`src/rtl/contador_mod.sv`:
```
// Parametrised up/down counter with modulo, prescaler, parallel load,
// terminal-count pulse and sticky overflow. Define CONTADOR_SAT_EN for saturating mode.
module contador_mod #(
   parameter int unsigned     WIDTH   = 26,
   parameter longint unsigned MODULO  = 0,
   parameter int unsigned     PRESC   = 1,
   parameter longint unsigned RST_VAL = 0
) (
   input  logic             clk,
   input  logic             rst,
   input  logic             ena,
   input  logic             up,
   input  logic             load,
   input  logic [WIDTH-1:0] load_val,
   output logic [WIDTH-1:0] data,
   output logic             tc,
   output logic             ovf
);

   localparam longint unsigned SPAN  = 64'd1 << WIDTH;
   localparam longint unsigned MAX_L = (MODULO == 0 || MODULO == SPAN) ? SPAN - 1 : MODULO - 1;
   localparam logic [WIDTH-1:0] MAX  = WIDTH'(MAX_L);
   localparam int unsigned     PW    = (PRESC > 1) ? $clog2(PRESC) : 1;
   localparam logic [PW-1:0]   PRESC_LAST = PW'(PRESC - 1);

   logic [PW-1:0]    presc_q, presc_d;
   logic [WIDTH-1:0] data_d;
   logic             tc_d, ovf_d;
   logic             step, at_bound;

   always_comb begin
      presc_d  = presc_q;
      data_d   = data;
      tc_d     = 1'b0;
      ovf_d    = ovf;
      step     = 1'b0;
      at_bound = 1'b0;
      if (load) begin
         // extra zero bit keeps the clamp compare meaningful when MAX is all ones
         data_d  = ({1'b0, load_val} > {1'b0, MAX}) ? MAX : load_val;
         presc_d = '0;
         ovf_d   = 1'b0;
      end else if (ena) begin
         if (presc_q == PRESC_LAST) begin
            presc_d = '0;
            step    = 1'b1;
         end else begin
            presc_d = presc_q + PW'(1);
         end
         if (step) begin
            at_bound = up ? (data == MAX) : (data == '0);
            if (at_bound) begin
               tc_d  = 1'b1;
               ovf_d = 1'b1;
`ifdef CONTADOR_SAT_EN
               data_d = data;
`else
               data_d = up ? '0 : MAX;
`endif
            end else begin
               data_d = up ? data + WIDTH'(1) : data - WIDTH'(1);
            end
         end
      end
   end

   always_ff @(posedge clk) begin
      if (rst) begin
         data    <= WIDTH'(RST_VAL);
         presc_q <= '0;
         tc      <= 1'b0;
         ovf     <= 1'b0;
      end else begin
         data    <= data_d;
         presc_q <= presc_d;
         tc      <= tc_d;
         ovf     <= ovf_d;
      end
   end

endmodule

```
`config.mk`:
```
export PLATFORM = sky130hd
export DESIGN_NAME = contador_mod
export DESIGN_NICKNAME = d
export VERILOG_FILES = /design/src/rtl/contador_mod.sv
export SDC_FILE = /design/constraint.sdc
export NUM_CORES = 1
export LEC_CHECK = 0
export ABC_AREA = 1
export CORE_UTILIZATION = 48
export DETAILED_ROUTE_END_ITERATION = 10
export PLACE_DENSITY = 0.77
export SLEW_MARGIN = 15
export SYNTH_ARGS = -nofsm -noshare
export SYNTH_HDL_FRONTEND = slang
export SYNTH_SLANG_ARGS = --single-unit
```
`constraint.sdc`:
```
create_clock -name clk -period 2 [get_ports clk]
set_input_delay 0.4 -clock clk [delete_from_list [all_inputs] [get_ports clk]]
set_output_delay 0.4 -clock clk [all_outputs]
set_load 0.05 [all_outputs]
```
## After elaboration in Yosys (flattened, before gate mapping)

Index checks and enable logic that the tools add are counted.

| operators by class | value |
|---|---|
| add/subtract/negate cells | 3 |
| multipliers | 0 |
| div/mod/pow operators | 0 |
| order comparisons | 0 |
| equal/unequal tests | 1 |
| shift-type cells | 0 |
| multiplexer cells | 12 |
| bitwise logic cells | 2 |
| reduce and logical (&&, ||, !) cells | 7 |

Operators by type and width:

| operator | number |
|---|---|
| $mux W26 | 6 |
| $add A26 B1 Y26 const B | 1 |
| $eq A26 B26 Y1 const B | 1 |
| $logic_not A26 Y1 | 1 |
| $sub A26 B1 Y26 const B | 1 |
| $mux W1 | 6 |
| $reduce_bool A2 Y1 | 2 |
| $reduce_or A4 Y1 | 1 |
| $reduce_and A3 Y1 | 1 |
| $not A1 Y1 | 2 |
| $reduce_and A2 Y1 | 1 |
| $reduce_or A2 Y1 | 1 |
| $add A1 B1 Y1 const B | 1 |

| storage, ports and cells | value |
|---|---|
| flip-flop bits (word level) | 29 |
| latch bits | 0 |
| bits in writable memories | 0 |
| ROM bits | 0 |
| logic and storage cells | 29 |
| memories kept | 0 |

## Depth between registers and ports, before layout

Gate-level depths: netlist of the first run.

| logic depth | value |
|---|---|
| depth in word-level cells | 6 |
| mapped depth | 15 |
| mapped depth without buffers | 15 |

## Least setup slack after synthesis of the first run

OpenSTA, ideal clock, no wires.

| timing | value |
|---|---|
| kind | input to register |
| start point | input port up |
| end point | register data[15] |
| setup time | 122 ps |
| arrival | 2,066 ps |
| data required time | 1,878 ps |
| setup slack | -188 ps |
| stages on the path | 10 |
| path buffers | 0 |
| cells stage by stage | inv_1 ha_1 or2_1 nand3_1 nand2_1 and2_1 nor2_1 nand2_1 nand3_1 a21oi_1 |

| on the way | value |
|---|---|
| word-level cells in the longest chain between the ends | 5 |

RTL lines:

| element | line | text |
|---|---|---|
| start: declaration | 12 | `input logic up,` |
| $mux W26, or another cell as far along | 61 | `data_d = up ? data + WIDTH'(1) : data - WIDTH'(1);` |
| $mux W26 (*) | 52 | `if (at_bound) begin` |
| $mux W26 (*) | 50 | `if (step) begin` |
| $mux W26 (*) | 43 | `end else if (ena) begin` |
| $mux W26 (*) | 38 | `if (load) begin` |
| end signal: assignment | 69 | `data <= WIDTH'(RST_VAL);` |
| end signal: assignment | 74 | `data <= data_d;` |
| end: declaration | 15 | `output logic [WIDTH-1:0] data,` |

Mark *: on every way between the ends. The rest lies on a longest branch, timed or not. The select of a mux whose other input is x is not followed.
A chain may end at the register's enable or synchronous reset.

## Final worst setup path of the first run

| timing | value |
|---|---|
| start point | input port up |
| end point | register data[24] |

Same word-level chain as after synthesis.

==> results of run 1 <==
## final timing paths
| check | start | end | depth (start not counted) |
|---|---|---|---|
| setup / recovery | up | data[24] | 16 |
| hold / removal | ovf | ovf | 1 |
| setup reg to reg | data[13] | data[24] | 12 |
| hold reg to reg | ovf | ovf | 1 |
## metrics by stage
step | setup WS, ns | utilization [%] | area [um2] | total power [mW] | hold slack, ns
floorplan | -0.0954 | - | 3100 | 1.53 | 0.462
finish | -0.00989 | 83.4 | 5060 | 2.86 | 0.503
detailed placement | -0.708 | 69.5 | 4210 | 2.10 | 0.483
global placement | -0.661 | 69.5 | 4210 | 2.08 | 0.473
CTS | 0.00613 | 80.0 | 4850 | 2.69 | 0.507
global route | -0.115 | 83.4 | 5060 | 2.99 | 0.535
## final cells by class
| cell class | instances | area, um2 |
|---|---|---|
| Tap cell | 75 | 93.8 |
| Fill cell | 378 | 1000 |
| Clock buffer | 4 | 55.1 |
| Multi-Input combinational cell | 407 | 2840 |
| Inverter | 71 | 270 |
| Timing Repair Buffer | 129 | 1240 |
| Sequential cell | 28 | 563 |
## repair_timing
| item | CTS | global route |
|---|---|---|
| cloned | 2 | 0 |
| setup buffers | 5 | 1 |
| endpoints found under the setup margin | 29 | 23 |
| pin swaps | 23 | 33 |
| gates resized for setup | 100 | 57 |
## kinds of logic after synthesis
family,count (synthesis),share of synthesized area (%)
xor gates and xnor gates,9,2.55
DFF,28,18.1
AOI/OAI and AO/OA,84,17.2
and+or+nand+nor,289,40.8
buffers and inverters,81,11.0
adders and majority gates,25,10.4
## registers in the layout (all words and copies together) (netlist names)
name  cells
data     26
ovf       1
tc        1
## per-layer routing
| layer | up-vias | share of wire [%] |
|---|---|---|
| li1 | 1965 | - |
| met1 | 1950 | 36 |
| met2 | 275 | 49 |
| met3 | 62 | 7.8 |
| met4 | 0 | 6.8 |
| met5 | - | 0 |
## placed cells by master, fill, tap and decap left out, drive strengths merged, types with 8 or more instances in the layout
master / count
dlygate4sd2: 11
inv: 69
buf: 82
nand3: 40
a21oi: 48
o21ai: 8
nand2: 157
nand4: 12
dfxtp: 28
o221ai: 24
clkdlybuf4s50: 33
ha: 24
nor2: 61
## report_power, final
group          leakage (nW)  switching [mW]  internal [mW]
Clock                0.0288           0.193          0.177
Sequential            0.234          0.0932          0.609
Combinational          2.13            1.02          0.762
Total                  2.40            1.31           1.55
## critical path: stages
cell and delay, ns:
buf_8 0.08, clkinvlp_4 0.11, buf_12 0.16, buf_16 0.15, ha_4 0.26, nand2_4 0.09, inv_1 0.04, nand2_1 0.09
nand2_2 0.08, a21oi_2 0.19, nand2_2 0.11, nand2_1 0.09, nand2_1 0.06, nand2_1 0.07, nand3_2 0.11, a21oi_2 0.14
==> impl_metrics.json, run 1 <==
{
  "synth_edf_count": 0,
  "clk_latency_ns": 0.28,
  "tightest_slew_ns": 0.508,
  "hp-class": "flip-flop to flip-flop",
  "stdcell_count": 714,
  "antenna_cells": 0,
  "worstSetupEndpointType": "flip-flop",
  "drt-initial-drc-count": 411,
  "path_class": "primary input to flip-flop",
  "synth_ff_type": "dfxtp_1",
  "synth_top_area_share_pct": 18.8,
  "grt_pass1_vias": 3909,
  "dp_hpwl_um": 8750,
  "grt_pass1_wl_um": 18200,
  "synth_cells": 516,
  "wl_per_cell_um": 17.6,
  "tritoncts.num_buffers": 3,
  "antenna_found_initial": 0,
  "grt_usage_pct": 35.9,
  "crit_arrival_ns": 2.24,
  "synthTopCellsByArea": "nand2_1 (19%), dfxtp_1 (18%), ha_1 (9.7%)",
  "synth_fp_nets": 572,
  "clkTransAtPathRegs_ns": 0.10,
  "status": "complete, but fails checks",
  "holdBufCountCts": 0,
  "dr.pass1.iters": 5,
  "vdd_drop_max_v": 0.000453,
  "io_pins": 59,
  "syn_area_um2": 3090,
  "maxCapViolations": 0,
  "cts_tree": "done",
  "via_per_inst": 5.96,
  "via_count": 4252,
  "drt.antenna.violating_nets": 0,
  "yosysTopAreaCell": "nand2_1",
  "route.detailed.drc": 0,
  "synth_cell_type_count": 33,
  "routed_wl_um": 12600,
  "slew_viol_final": 0,
  "yosys_warnings": 0,
  "use_met1_pct": 37.8,
  "skew_ns": 0.00411,
  "grt_use_met3_pct": 4.73,
  "globalRouteMet2Util_pct": 66.3,
  "cts_buffer_depth": 2,
  "crit_fanout": 8,
  "ys_async_sr_fraction_pct": 0,
  "cts-root-buf": "clkbuf_8",
  "area_growth_syn_to_layout_pct": 63.4,
  "dieArea_um2": 6770,
  "layout-drive-gt1-share_pct": 34.4,
  "cellLeakagePower_nw": 2.40,
  "critPathLaunchType": "primary input",
  "yosysSeqAreaShare_pct": 18.1,
  "fin_ws_ns": -0.00989,
  "htreeDepth": 1,
  "synth.most_common_cell": "nand2_1",
  "die_w_um": 82.3,
  "nets": 696,
  "timing.setup.tns_ns": -0.0136,
  "violations": "setup timing",
  "initial_core_util_pct": 51.1,
  "min_period_ns": 2.01,
  "synthTopCellsByCount": "nand2_1 (155), inv_1 (68), nor2_1 (57)",
  "avgSynthCellArea_um2": 6.00,
  "rsz0062_at_grt": "yes",
  "busiest_layer": "met2",
  "port_buffers": 58,
  "globalplace.congestion": 0.964,
  "grt_max_degree": 19,
  "die_y_um": 82.3,
  "hold_viol": 0,
  "synth_seq_cells": 28,
  "place_inst": 702,
  "finalSetupViolations": 2,
  "p_per_area_nw_per_um2": 565,
  "maxSlewHeadroom_pct": 66.0,
  "ff2ff_setup_slack_ns": 0.08,
  "fmax_mhz": 498,
  "core_um2": 6060,
  "period_share_pct": 100,
  "cts_sinks": 28,
  "cp.required_ns": 2.23,
  "rows": 28,
  "gr-total-overflow": 0
}
No activity file was read; power rests on OpenSTA's default activity.
==> run 2: changes to the inputs <==
--- a/config.mk
+++ b/config.mk
@@ -7,7 +7,9 @@
 export LEC_CHECK = 0
 export ABC_AREA = 1
 export CORE_UTILIZATION = 48
+export CTS_BUF_LIST = sky130_fd_sc_hd__clkbuf_16
 export DETAILED_ROUTE_END_ITERATION = 10
+export HOLD_SLACK_MARGIN = 0.15
 export PLACE_DENSITY = 0.77
 export SLEW_MARGIN = 15
 export SYNTH_ARGS = -nofsm -noshare
==> impl_metrics.json, run 2 <==
{
  "synth_fp_nets": 572,
  "synth.most_common_cell": "nand2_1",
  "avgSynthCellArea_um2": 6.00,
  "lastStage": "5_1_grt",
  "synth_edf_count": 0,
  "repair-timing-grt-worst-ep": "data[18]$_SDFFE_PP0P_/D",
  "status": "aborted with a tool error",
  "cts_buffer_depth": 2,
  "yosys_warnings": 0,
  "grt_max_degree": 19,
  "dp_hpwl_um": 8750,
  "synth_top_area_share_pct": 18.8,
  "die_w_um": 82.3,
  "io_pins": 59,
  "die_y_um": 82.3,
  "grt_usage_pct": 58.6,
  "yosysTopAreaCell": "nand2_1",
  "globalplace.congestion": 0.964,
  "syn_area_um2": 3090,
  "yosysSeqAreaShare_pct": 18.1,
  "port_buffers": 58,
  "synth_cells": 516,
  "preCtsSetupSlack_ns": -0.708,
  "cts_sinks": 28,
  "htreeDepth": 1,
  "gr-total-overflow": 2,
  "holdBufCountCts": 0,
  "synth_seq_cells": 28,
  "synthTopCellsByArea": "nand2_1 (19%), dfxtp_1 (18%), ha_1 (9.7%)",
  "place_inst": 702,
  "rows": 28,
  "synth_ff_type": "dfxtp_1",
  "synth_cell_type_count": 33,
  "synthTopCellsByCount": "nand2_1 (155), inv_1 (68), nor2_1 (57)",
  "ys_async_sr_fraction_pct": 0,
  "initial_core_util_pct": 51.1,
  "worstEndpointType": "sequential cell input",
  "stop_error": "[ERROR GRT-0232] Routing congestion too high. Check the congestion heatmap in the GUI.",
  "cts-root-buf": "clkbuf_16",
  "place_area_um2": 4210,
  "tritoncts.num_buffers": 3
}
## run 2: timing repair
| action | 4_1_cts |
|---|---|
| setup endpoints to repair | 27 |
| gates cloned | 2 |
| pin swaps | 34 |
| resized for setup | 112 |
| endpoints found under the hold margin | 0 |
| setup buffers | 9 |
## run 2: logic make-up after synthesis
logic type               count (synthesis)  share of synthesized area [%]
AND/OR/NAND/NOR                        289                           40.8
AO/OA/AOI/OAI                           84                           17.2
buffers and inverters                   81                           11.0
adder cells (fa/ha/maj)                 25                           10.4
XOR/XNOR                                 9                           2.55
flip-flops                              28                           18.1
## run 2: layer usage
| layer | GRT overflow | GRT usage [%] |
|---|---|---|
| met2 | 2 | 81.2 |
| met5 | 0 | 0 |
| met3 | 0 | 38.1 |
| met1 | 0 | 58.8 |
| met4 | 0 | 55.4 |
## run 2: metrics by stage
step	setup TNS (ns)	hold slack [ns]
after global placement	-15.16	0.473
after CTS	0	0.499
after detailed placement	-16.12	0.483
after floorplan	-0.718	0.462
==> run 3: changes to the inputs <==
--- a/config.mk
+++ b/config.mk
@@ -6,11 +6,9 @@
 export NUM_CORES = 1
 export LEC_CHECK = 0
 export ABC_AREA = 1
-export CORE_UTILIZATION = 48
-export CTS_BUF_LIST = sky130_fd_sc_hd__clkbuf_16
+export CORE_UTILIZATION = 40
 export DETAILED_ROUTE_END_ITERATION = 10
-export HOLD_SLACK_MARGIN = 0.15
-export PLACE_DENSITY = 0.77
+export PLACE_DENSITY_LB_ADDON = 0.15
 export SLEW_MARGIN = 15
 export SYNTH_ARGS = -nofsm -noshare
 export SYNTH_HDL_FRONTEND = slang
==> constraint.sdc (replaced) <==
create_clock -name clk -period 2.6 [get_ports clk]
set_input_delay 0.52 -clock clk [delete_from_list [all_inputs] [get_ports clk]]
set_output_delay 0.52 -clock clk [all_outputs]
set_load 0.05 [all_outputs]
==> impl_metrics.json, run 3 (synthesis gave the netlist of run 1 again) <==
{
  "crit_arrival_ns": 2.71,
  "cp.required_ns": 2.83,
  "hp-class": "flip-flop to flip-flop",
  "cts_sinks": 28,
  "vdd_drop_max_v": 0.000269,
  "clkTransAtPathRegs_ns": 0.11,
  "hold_viol": 0,
  "cts-root-buf": "clkbuf_8",
  "dieArea_um2": 8090,
  "gr-total-overflow": 0,
  "stdcell_count": 714,
  "min_period_ns": 2.48,
  "maxCapViolations": 0,
  "tritoncts.num_buffers": 3,
  "fin_ws_ns": 0.118,
  "initial_core_util_pct": 42.0,
  "grt_pass1_wl_um": 17400,
  "rows": 31,
  "final_common_cell": "nand2_1",
  "via_count": 3751,
  "tightest_slew_ns": 0.511,
  "status": "finished, final reports clean",
  "fmax_mhz": 403,
  "drt.antenna.violating_nets": 0,
  "core_um2": 7370,
  "area_growth_syn_to_layout_pct": 35.3,
  "worstSetupEndpointType": "flip-flop",
  "holdBufCountCts": 0,
  "globalplace.congestion": 0.915,
  "multi_input_area_um2": 2220,
  "regMostFlops": "data",
  "maxSlewHeadroom_pct": 65.8,
  "preCtsSetupSlack_ns": -0.162,
  "clk_latency_ns": 0.28,
  "cellLeakagePower_nw": 2.06,
  "crit_fanout": 23,
  "grt_pass1_vias": 3664,
  "io_pins": 59,
  "rsz0062_at_grt": "no",
  "route.detailed.drc": 0,
  "via_per_inst": 5.25,
  "grt_usage_pct": 26.8,
  "critPathLaunchType": "primary input",
  "htreeDepth": 1,
  "r2r-start": "data[1]",
  "period_share_pct": 95.4,
  "wl_per_cell_um": 14.9,
  "power_mw": 1.96,
  "place_inst": 710,
  "hold_start": "ovf",
  "cp-startpoint": "up",
  "dp_hpwl_um": 8750,
  "antenna_cells": 0,
  "path_class": "primary input to flip-flop",
  "top_regs": "data x26, ovf x1, tc x1",
  "skew_ns": 0.00569,
  "mostFrequentLayoutCells": "nand2_1 (153), inv_1 (68), clkdlybuf4s50_1 (58), nor2_1 (55), buf_4 (46)",
  "antenna_found_initial": 0,
  "slew_viol_final": 0,
  "timing.setup.tns_ns": 0,
  "cts-resized-gates": 0,
  "drt-initial-drc-count": 148,
  "die_w_um": 90.0,
  "grt_max_degree": 29,
  "largest_register_ff_count": 26,
  "seq_area_um2": 561,
  "nets": 672,
  "finalSetupViolations": 0,
  "die_y_um": 90.0,
  "cts_buffer_depth": 2,
  "dr.pass1.iters": 4,
  "layout-drive-gt1-share_pct": 12.4,
  "cts_tree": "done",
  "postCtsSetupRepairBufs": 0,
  "port_buffers": 58,
  "p_per_area_nw_per_um2": 467,
  "fill_cells": 808,
  "routed_wl_um": 10600
}
[run 3: final timing paths]
path         cells past startpoint  slack [ns]        to
max                             14        0.12  data[25]
min                              1        0.52       ovf
max reg2reg                     11        0.48  data[14]
min reg2reg                      1        0.52       ovf
[run 3: power breakdown]
group	switching, mW	internal (mW)	total, mW
Sequential	0.0658	0.468	0.534
Combinational	0.626	0.433	1.06
Clock	0.157	0.207	0.363
[run 3: worst max-delay path: stages]
cell and delay (ns):
clkdlybuf4s50_1 0.48, inv_1 0.07, buf_12 0.16, buf_4 0.17, ha_1 0.34, nand2_1 0.17, nor2_2 0.08, nand2_1 0.07
nand2_1 0.04, nor2_1 0.21, nand3_1 0.11, nand2_1 0.06, nand3_1 0.09, a21oi_1 0.13
[run 3: metrics by stage]
stage | instance area, um2 | utilization, % | hold slack, ns
2_1_floorplan | 3090 | - | 0.582
3_3_place_gp | 4090 | 55.5 | 0.474
3_5_place_dp | 4090 | 55.5 | 0.490
4_1_cts | 4160 | 56.5 | 0.520
5_1_grt | 4190 | 56.8 | 0.550
6_report | 4190 | 56.8 | 0.519
[run 3: final cells by class]
cell class              count  area share, %
clock buffers               3          0.986
well taps                  99           2.96
inverters                  71           6.36
clock inverters             1          0.717
flip-flops and latches     28           13.4
multi-input cells         407           53.0
repair buffers            105           22.6
[run 3: routing by layer]
metal | part of all wire [%] | vias up | GRT usage [%] | routed length, um
met5 | 0 | - | 0 | 0
met4 | 6.2 | 0 | 17.7 | 659
met3 | 4.7 | 39 | 3.64 | 505
met2 | 46 | 128 | 45.7 | 4930
met1 | 43 | 1674 | 31.4 | 4550
li1 | - | 1910 | - | -
==> run 4: changes to the inputs <==
--- a/config.mk
+++ b/config.mk
@@ -6,8 +6,9 @@
 export NUM_CORES = 1
 export LEC_CHECK = 0
 export ABC_AREA = 1
-export CORE_UTILIZATION = 40
+export CORE_UTILIZATION = 55
 export DETAILED_ROUTE_END_ITERATION = 10
+export DONT_BUFFER_PORTS = 1
 export PLACE_DENSITY_LB_ADDON = 0.15
 export SLEW_MARGIN = 15
 export SYNTH_ARGS = -nofsm -noshare
==> impl_metrics.json, run 4 (synthesis gave the netlist of run 1 again) <==
{
  "via_count": 3552,
  "final_common_cell": "nand2_1",
  "status": "finished, final reports clean",
  "globalplace.congestion": 1.02,
  "cellLeakagePower_nw": 1.76,
  "drt-initial-drc-count": 315,
  "cts_tree": "done",
  "cts-resized-gates": 0,
  "maxCapViolations": 0,
  "rsz0062_at_grt": "no",
  "cts_sinks": 28,
  "timing.setup.tns_ns": 0,
  "cellInternalPower_mw": 0.966,
  "wl_per_cell_um": 16.8,
  "grt_pass1_vias": 3409,
  "top_regs": "data x26, ovf x1, tc x1",
  "finalSetupViolations": 0,
  "antenna_cells": 0,
  "regMostFlops": "data",
  "dp_hpwl_um": 8100,
  "nets": 596,
  "antenna_found_initial": 0,
  "via_per_inst": 5.83,
  "layout-drive-gt1-share_pct": 9.65,
  "grt_usage_pct": 35.6,
  "grt_pass1_wl_um": 16400,
  "fill_cells": 551,
  "vdd_drop_max_v": 0.000409,
  "combPwrFrac_pct": 50.1,
  "min_period_ns": 2.16,
  "place_area_um2": 3340,
  "dieArea_um2": 5930,
  "switching_share_pct": 45.9,
  "power.share.clock_pct": 20.8,
  "tightest_slew_ns": 0.761,
  "initial_core_util_pct": 58.7,
  "fmax_mhz": 464,
  "crit_fanout": 18,
  "area_growth_syn_to_layout_pct": 10.2,
  "die_w_um": 77.0,
  "worstSetupEndpointType": "flip-flop",
  "dr.pass1.iters": 5,
  "holdBufCountCts": 0,
  "clkTransAtPathRegs_ns": 0.11,
  "hold_viol": 0,
  "hp-class": "primary input to flip-flop",
  "p_per_area_nw_per_um2": 524,
  "route.detailed.drc": 0,
  "seq_area_um2": 561,
  "port_buffers": 0,
  "path_class": "flip-flop to flip-flop",
  "fin_area_um2": 3410,
  "tritoncts.num_buffers": 3,
  "crit_arrival_ns": 2.34,
  "grt_max_degree": 29,
  "p_sw_mw": 0.820,
  "cp.required_ns": 2.78,
  "postCtsSetupRepairBufs": 0,
  "finish.utilization_pct": 64.7,
  "critPathLaunchType": "flip-flop",
  "gr-total-overflow": 0,
  "drt.antenna.violating_nets": 0,
  "multi_input_area_um2": 2190,
  "maxSlewHeadroom_pct": 49.2,
  "routed_wl_um": 10200,
  "slew_viol_final": 0,
  "mostFrequentLayoutCells": "nand2_1 (155), inv_1 (68), nor2_1 (57), a21oi_1 (45), nand3_1 (39)",
  "clk_latency_ns": 0.29,
  "cts-root-buf": "clkbuf_8",
  "skew_ns": 0.00698,
  "power.share.sequential_pct": 29.2,
  "io_pins": 59,
  "htreeDepth": 1,
  "largest_register_ff_count": 26,
  "core_um2": 5270,
  "cts_buffer_depth": 2,
  "die_y_um": 77.0,
  "rows": 26,
  "period_share_pct": 82.9
}
[run 4: critical path: stages, from the launching register on]
cell,delay (ns)
dfxtp_1,0.43
buf_4,0.24
nor2_1,0.07
nand2_1,0.06
nor2_1,0.07
nand2_2,0.09
nor2_4,0.05
nor3_2,0.51
buf_4,0.38
a21oi_1,0.13
[run 4: worst paths after layout]
check                              start       end  cells past startpoint  slack (ns)
worst max-delay path            data[19]   data[7]                      9        0.44
worst min-delay path                 rst  data[12]                      1        0.27
worst min register to register   data[4]   data[4]                      2        0.64
worst max register to register  data[19]   data[7]                      9        0.44
[run 4: stage by stage]
step | std cells | power, mW | hold slack (ns) | worst slack (ns)
after CTS | 609 | 1.78 | 0.268 | 0.501
after global placement | 605 | 1.40 | 0.584 | 0.329
after detailed placement | 605 | 1.41 | 0.584 | 0.269
after global routing | 609 | 1.90 | 0.264 | 0.373
final | 609 | 1.79 | 0.272 | 0.444
after floorplan | 516 | 1.18 | 0.582 | 0.292
[run 4: layout make-up]
| class | instances | share of cell area, % |
|---|---|---|
| Inverter | 71 | 7.82 |
| Tap cell | 70 | 2.57 |
| Clock inverter | 1 | 0.881 |
| Sequential cell | 28 | 16.4 |
| Timing Repair Buffer | 29 | 6.75 |
| Clock buffer | 3 | 1.21 |
| Multi-Input combinational cell | 407 | 64.3 |
[run 4: power groups by stage]
stage / registers, mW / clock network [mW] / logic (mW)
after floorplan: 0.653 / 0 / 0.527
after global placement: 0.526 / 0 / 0.870
after detailed placement: 0.528 / 0 / 0.881
after CTS: 0.518 / 0.377 / 0.885
after global routing: 0.524 / 0.390 / 0.985
final: 0.520 / 0.371 / 0.894
[run 4: layer usage]
metal / up-vias / wire [um] / track usage (%)
li1: 1769 / - / -
met2: 149 / 5030 / 63.4
met3: 27 / 677 / 4.17
met4: 0 / 429 / 18.9
met5: - / 0 / 0
met1: 1607 / 4090 / 41.4
